--- src/rtl/program_loader.sv ---
// Boot-time program loader for the single-cycle RISC-V core.
// Consumes a byte stream (2-byte little-endian word count, N little-endian
// 32-bit instruction words, 1 XOR checksum byte). Each assembled word is
// written to instruction memory, and the core is held in reset until a load
// finishes with a matching checksum.
module program_loader #(
  parameter int ADDR_W = 10
) (
  input  logic              clk,
  input  logic              reset,
  input  logic              start,
  input  logic [7:0]        rx_data,
  input  logic              rx_valid,
  output logic              rx_ready,
  output logic              imem_we,
  output logic [ADDR_W-1:0] imem_addr,
  output logic [31:0]       imem_wdata,
  output logic              cpu_hold,
  output logic              done,
  output logic              err
);

  // The word count is 16 bits, so DEPTH is compared in 17 bits. This keeps
  // ADDR_W = 16 (DEPTH = 65536) exact.
  localparam logic [16:0] DEPTH_W = 17'(2 ** ADDR_W);

  typedef enum logic [2:0] {
    S_IDLE,
    S_HDR0,
    S_HDR1,
    S_DATA,
    S_CSUM,
    S_DONE
  } state_e;

  state_e              state_q,      state_d;
  logic [15:0]         count_q,      count_d;
  logic [15:0]         word_idx_q,   word_idx_d;
  logic [1:0]          byte_idx_q,   byte_idx_d;
  logic [23:0]         asm_q,        asm_d;
  logic [7:0]          csum_q,       csum_d;
  logic                rx_ready_q,   rx_ready_d;
  logic                imem_we_q,    imem_we_d;
  logic [ADDR_W-1:0]   imem_addr_q,  imem_addr_d;
  logic [31:0]         imem_wdata_q, imem_wdata_d;
  logic                cpu_hold_q,   cpu_hold_d;
  logic                done_q,       done_d;
  logic                err_q,        err_d;

  logic                xfer;
  logic [15:0]         hdr_count;

  // A byte moves only when both sides agree. rx_ready is registered, so it
  // is the flop value that qualifies the transfer.
  assign xfer      = rx_valid && rx_ready_q;
  assign hdr_count = {rx_data, count_q[7:0]};

  // Next-state and next-output logic for the loader FSM.
  always_comb begin
    // NOTE: every _d starts from its held value (imem_we from 0), so no path
    // through the case below leaves a variable unassigned and infers a latch.
    state_d      = state_q;
    count_d      = count_q;
    word_idx_d   = word_idx_q;
    byte_idx_d   = byte_idx_q;
    asm_d        = asm_q;
    csum_d       = csum_q;
    imem_we_d    = 1'b0;
    imem_addr_d  = imem_addr_q;
    imem_wdata_d = imem_wdata_q;
    cpu_hold_d   = cpu_hold_q;
    done_d       = done_q;
    err_d        = err_q;

    case (state_q)
      S_IDLE, S_DONE: begin
        if (start) begin
          state_d    = S_HDR0;
          done_d     = 1'b0;
          err_d      = 1'b0;
          csum_d     = 8'h00;
          cpu_hold_d = 1'b1;
          byte_idx_d = 2'd0;
          word_idx_d = 16'd0;
        end
      end

      S_HDR0: begin
        if (xfer) begin
          count_d[7:0] = rx_data;
          csum_d       = csum_q ^ rx_data;
          state_d      = S_HDR1;
        end
      end

      S_HDR1: begin
        if (xfer) begin
          count_d    = hdr_count;
          csum_d     = csum_q ^ rx_data;
          word_idx_d = 16'd0;
          byte_idx_d = 2'd0;
          if (hdr_count == 16'd0) begin
            state_d = S_CSUM;
          end else if ({1'b0, hdr_count} > DEPTH_W) begin
            // The image cannot fit in memory. Abort before any byte is
            // written, and keep the core in reset.
            err_d   = 1'b1;
            state_d = S_DONE;
          end else begin
            state_d = S_DATA;
          end
        end
      end

      S_DATA: begin
        if (xfer) begin
          csum_d     = csum_q ^ rx_data;
          byte_idx_d = byte_idx_q + 2'd1;
          if (byte_idx_q != 2'd3) begin
            asm_d[{byte_idx_q, 3'b000} +: 8] = rx_data;
          end else begin
            // The fourth byte completes the word. The write strobe is
            // registered, so it fires in the next cycle while rx_ready stays
            // high for the following byte.
            imem_we_d    = 1'b1;
            imem_addr_d  = word_idx_q[ADDR_W-1:0];
            imem_wdata_d = {rx_data, asm_q};
            word_idx_d   = word_idx_q + 16'd1;
            if (word_idx_q == count_q - 16'd1) begin
              state_d = S_CSUM;
            end
          end
        end
      end

      S_CSUM: begin
        if (xfer) begin
          state_d = S_DONE;
          if (rx_data == csum_q) begin
            done_d     = 1'b1;
            cpu_hold_d = 1'b0;
          end else begin
            err_d = 1'b1;
          end
        end
      end

      default: state_d = S_IDLE;
    endcase

    // rx_ready is registered from the next state, so it is high exactly in
    // the byte-accepting states.
    rx_ready_d = (state_d == S_HDR0) || (state_d == S_HDR1) ||
                 (state_d == S_DATA) || (state_d == S_CSUM);
  end

  // State, counters and registered outputs. Reset drops any pending write.
  always_ff @(posedge clk or negedge reset) begin
    if (!reset) begin
      // NOTE: sequential state uses non-blocking assignments, so every flop
      // samples pre-edge values and the update order does not matter.
      state_q      <= S_IDLE;
      count_q      <= '0;
      word_idx_q   <= '0;
      byte_idx_q   <= '0;
      asm_q        <= '0;
      csum_q       <= '0;
      rx_ready_q   <= 1'b0;
      imem_we_q    <= 1'b0;
      imem_addr_q  <= '0;
      imem_wdata_q <= '0;
      cpu_hold_q   <= 1'b1;
      done_q       <= 1'b0;
      err_q        <= 1'b0;
    end else begin
      state_q      <= state_d;
      count_q      <= count_d;
      word_idx_q   <= word_idx_d;
      byte_idx_q   <= byte_idx_d;
      asm_q        <= asm_d;
      csum_q       <= csum_d;
      rx_ready_q   <= rx_ready_d;
      imem_we_q    <= imem_we_d;
      imem_addr_q  <= imem_addr_d;
      imem_wdata_q <= imem_wdata_d;
      cpu_hold_q   <= cpu_hold_d;
      done_q       <= done_d;
      err_q        <= err_d;
    end
  end

  assign rx_ready   = rx_ready_q;
  assign imem_we    = imem_we_q;
  assign imem_addr  = imem_addr_q;
  assign imem_wdata = imem_wdata_q;
  assign cpu_hold   = cpu_hold_q;
  assign done       = done_q;
  assign err        = err_q;

endmodule

--- config.mk ---
export PLATFORM = sky130hd
export DESIGN_NAME = program_loader
export DESIGN_NICKNAME = d
export VERILOG_FILES = /design/src/rtl/program_loader.sv
export SDC_FILE = /design/constraint.sdc
export NUM_CORES = 1
export LEC_CHECK = 0
export CAP_MARGIN = 15
export CORE_MARGIN = 2
export CORE_UTILIZATION = 45
export DETAILED_ROUTE_END_ITERATION = 8
export GPL_TIMING_DRIVEN = 1
export PLACE_DENSITY_LB_ADDON = 0.12
export SETUP_SLACK_MARGIN = 0.4
export SLEW_MARGIN = 20
export SYNTH_ARGS = -nofsm -noshare
export SYNTH_HDL_FRONTEND = slang
export SYNTH_SLANG_ARGS = --single-unit
--- constraint.sdc ---
create_clock -name clk -period 6 [get_ports clk]
set_input_delay 0.6 -clock clk [delete_from_list [all_inputs] [get_ports clk]]
set_output_delay 0.6 -clock clk [all_outputs]
set_load 0.02 [all_outputs]
Word-level counts from Yosys, hierarchy flattened

Cells that the tools add are included.

Register bits: 116
Word-level logic and storage cells: 109
Bits of input ports: 12

Equal/unequal tests: 22
$lt $le $gt $ge: 1
$add $sub $neg: 4
Reduce and logical (&&, ||, !) cells: 21
Shifts and indexed selects: 2
Mux-type cells: 42
Bitwise logic cells: 3

Operator list:

| cell                   | number |
|---|---|
| $mux 16                | 4 |
| $pmux 16 s3            | 1 |
| $pmux 8 s2             | 2 |
| $mux 3                 | 9 |
| $bwmux 24              | 1 |
| $mux 8                 | 3 |
| $shift 8x7->24 const A | 1 |
| $shiftx 8x7->24        | 1 |
| $ne 2x2->1 const B     | 10 |
| $add 16x1->16 const B  | 1 |
| $eq 16x16->1           | 1 |
| $gt 16x11->1 const B   | 1 |
| $logic_not 16->1       | 1 |
| $sub 16x1->16 const B  | 1 |
| $pmux 3 s5             | 1 |
| $mux 1                 | 14 |
| $eq 3x2->1 const B     | 4 |
| $reduce_and 3->1       | 4 |
| $eq 3x3->1 const B     | 3 |
| $eq 8x8->1             | 1 |
| $reduce_and 4->1       | 2 |
| $xor 8x8->8            | 1 |
| $neg 5->7              | 1 |
| $reduce_and 7->1       | 1 |
| other kinds (17)       | 26 |

Logic depth before layout (Yosys ltp)

Depth in word-level cells: 10
Gate-level depth with buffers: 8
Mapped depth without buffers: 8

Least setup slack after synthesis

No wires, ideal clock.

Kind: register to register
Start point: register count_q[0]
End point: register state_q[0]
Arrival: 2.209 ns
Stages on the path, launching flop included: 9
Setup slack: 3.662 ns
Period minus slack after synthesis: 2.338 ns
Cells stage by stage: dfrtp_1 -> inv_1 -> ha_1 -> or4b_1 -> or3_1 -> a21oi_1 -> o2111ai_2 -> nor4_4 -> o21ai_1

Word-level cells in the longest chain between the ends: 6

RTL lines:

| what                   | line | source |
|---|---|---|
| from (decl)            | 37   | `logic [15:0] count_q, count_d;` |
| from (signal assigned) | 177  | `count_q <= count_d;` |
| $sub 16x1->16          | 129  | `if (word_idx_q == count_q - 16'd1) begin` |
| $eq 16x16->1           | 129  |  |
| $mux 3                 | 129  |  |
| $mux 3                 | 119  | `if (byte_idx_q != 2'd3) begin` |
| $mux 3                 | 116  | `if (xfer) begin` |
| $pmux 3 s5 (*)         | 75   | `case (state_q)` |
| via state_d[0]         | 36   | `state_e state_q, state_d;` |
| to (signal assigned)   | 176  | `state_q <= state_d;` |
| to (decl)              | 36   |  |

Mark *: on every way through the listed nets, which the timed path passes. The rest lies on a longest branch.
A chain may end at the register's enable or synchronous reset.

Final worst setup path

Ends and elaborated chain as after synthesis.

==> metrics.md <==
| Metric | Value |
|---|---|
| DP Wirelength | slightly above 9000 um |
| Die width | 117 um |
| GRT Max-Usage Layer | met2 |
| Max Clock Freq | approximately 360 MHz |
| Inserted Clock Buffers | 17 |
| Ys flop type | dfrtp_1 |
| Setup Fix Bufs, Post-CTS | 0 |
| Status | finished, final reports clean |
| Seq cells post-synth | ~120 |
| Post-cts repair resize count | 0 |
| Final Hold Violating Endpoints | 0 |
| Largest net degree at the start of global routing | 69 |
| Post-route clock period utilization | 46.0% |
| Crit path launch type | register |
| Slew headroom | between 30% and 40% |
| CTS Hold Bufs | 0 |
| Die area | around 14,000 sq um |
| Most common library cells after synthesis | dfrtp_1, nand2_1, mux2_2, o21ai_0, nor2_1 |
| Share of the synthesized area in the top cell type | 49.8% |
| DRT iter0 DRCs | between 200 and 300 |
| Yosys top cell by area | dfrtp_1 |
| Power Dens Cells | 395 nW/um^2 |
| Met2 GRT Util | roughly a third |
| Net count after synthesis | 589 |
| Worst-path clk slew | around 0.060 ns |
| CP Data Required Time | 6.27 ns |
| Yosys Warn Count | 0 |
| Leakage | a little over 3 nW |
| Maximum root-to-sink buffer count | 2 |
| Final setup violation count | 0 |
| Max incr delay on CP | ~0.76 ns |
| Crit path cell chain | inv_1 > ha_1 > nor4b_1 > nand4_1 > xnor2_1 > nand4_1 > nor4_4 > o21ai_1 |
| Antenna diode count | 0 |
| Initial antenna violation count | 0 |
| Final Slew Violations | 0 |
| Crit path max-delay family | simple AND/OR/NAND/NOR gates |
| Routed WL | 13,700 um |
| Syn Area/Cell | 10.1 sq um |
| Via count | around 4,400 |
| Final ANT Viol Nets | 0 |
| Mapped Area | between 5000 and 6000 sq um |
| Pre-antenna DRT Iters | 4 |
| Hold crit path type | primary input to asynchronous set/reset pin |
| Met1 GRT Util | a little under a third |
| Most numerous cell in the Yosys netlist | dfrtp_1 |
| Fin nets | ~640 |
| Number of enable flip-flop cells after synthesis | 0 |
| Via/cell ratio | 5.50 |
| Die Ht | 117 um |
| CTS Sinks | roughly 120 |
| First-pass GRT wire length | ~22,000 um |
| CP Depth | 8 |
| Number of remaining DRC errors | 0 |
| Sequential area share after synthesis | 50.3% |
| H-tree Lvls | 4 |
| Syn Inst Count | between 500 and 600 |
| CORE AREA | approximately 13,000 sq um |
| Clk root buf | clkbuf_16 |
| Initial Utilization | between 40% and 50% |
| Clock Latency Late Sink | about 0.42 ns |
| Multi-input logic area | ~2700 sq um |
| Num rows | 41 |
| Tmin final | roughly 2.8 ns |
| TritonCTS clock tree | done |
| WP data arrival | about 3 ns |
| Vias in the first global route | 4,236 |
| Drt wl/cell | between 15 and 20 um |
| Total power | between 2 and 3 mW |
| Fillers | 1,119 |
| Largest fanout on the critical path | 8 |
| Slew @ Worst Pin | just under 1 ns |
| Worst R2R Path Depth | 8 |
| RePlAce Congestion | 0.848 |
| Synth cell types | 58 |
| Sum Neg Setup Slack | 0 ns |
| Met3 Usage GRT | under 10% |
| Top cell by count, worst path | nand4_1 |
| Area growth from synthesis to layout | 22.4% |
| Crit. End Element | register |
| Max-Cap Viols | 0 |
| Buf/Inv on CP | 1 |
| Async S/R FF share, synth | 100% |
| Setup CP Type | register to register |
| Io pins | between 50 and 60 |
| RSZ-0062 raised after global routing | no |
| Crit path max-delay cell type | nor4b_1 |
| Peak supply drop | between 200 and 250 uV |
| Layout cells sized above 1 | 16.5% |
| Port Buf Inserts | 58 |
| Gr ovfl total | 0 |
| GRT Overall Usage | a little over a fifth |
| Setup Skew | about 0.013 ns |
| Register Area | about 2900 sq um |
| Leading post-synthesis cells by cell area | dfrtp_1, mux2_2, o21ai_0, nand2_1, xnor2_1 |
[area by class of cell]
type | count | share of cell area (%)
inverters | 22 | 1.17
well taps | 172 | 3.05
clock buffers | 22 | 7.00
multi-input cells | 401 | 37.8
repair buffers | 61 | 8.50
flip-flops and latches | 116 | 41.1
clock inverters | 10 | 1.38
[layout by cell type (no fill, tap or decap), drive strengths merged, types with 4 or more instances in the layout]
master / instances
nand4: 8
clkdlybuf4s50: 57
or4: 5
a21oi: 10
o22ai: 4
nand2b: 13
o21ai: 58
nor4: 7
and3: 6
xor2: 8
nor3: 12
inv: 23
xnor2: 21
nand2: 71
nor2b: 4
o2111ai: 6
dfrtp: 115
a211oi: 6
clkbuf: 22
clkinv: 5
ha: 7
buf: 4
nor2: 43
nand3: 10
mux2: 55
[state kept, by name, summed over array words and instances, names as in the netlist]
register	cells
csum_q	8
count_q	16
cpu_hold	1
imem_wdata	32
rx_ready	1
imem_we	1
word_idx_q	16
imem_addr	10
done	1
state_q	3
asm_q	24
byte_idx_q	2
err	1
[cell families (layout without fill, tap and decap cells)]
logic type / count (synthesis) / after routing / share of synthesized area [%]
fa+ha+maj: 7 / 7 / 1.52
xor+xnor: 30 / 30 / 4.79
flops: 116 / 116 / 50.3
mux: 55 / 55 / 10.7
simple gates: 199 / 199 / 17.2
buf+inv: 53 / 115 / 3.58
compound gates: 110 / 110 / 11.9
[metrics by stage]
stage               area [sq um]  instances  setup slack [ns]  hold slack [ns]  utilization, %
floorplan                   5770        570              3.66            0.304               -
global placement            6470        772              3.27            0.457            51.5
detailed placement          6470        772              3.25            0.465            51.5
CTS                         7060        804              3.29            0.344            56.2
global route                7060        804              2.90            0.392            56.2
finish                      7060        804              3.24            0.319            56.2
[metal layers]
metal	part of all wire [%]	wire length, um	vias up
met3	5.5	749	17
met5	0	0	-
met4	1.4	188	0
li1	-	-	2106
met2	46	6220	118
met1	48	6510	2185
[final timing paths]
path                            start             to  slack, ns
setup / recovery           count_q[0]     state_q[0]       3.24
hold reg to reg                  done           done       0.47
hold / removal                  reset  word_idx_q[3]       0.32
setup reg to reg           count_q[0]     state_q[0]       3.24
max in group asynchronous       reset     state_q[1]       4.52
min in group clk                 done           done       0.47
[power breakdown]
group	switching [mW]	total [mW]	internal, mW
sequential	0.152	1.05	0.900
combinational	0.443	0.751	0.308
clock	0.361	0.986	0.625
Power figures use the tool's default switching activity.
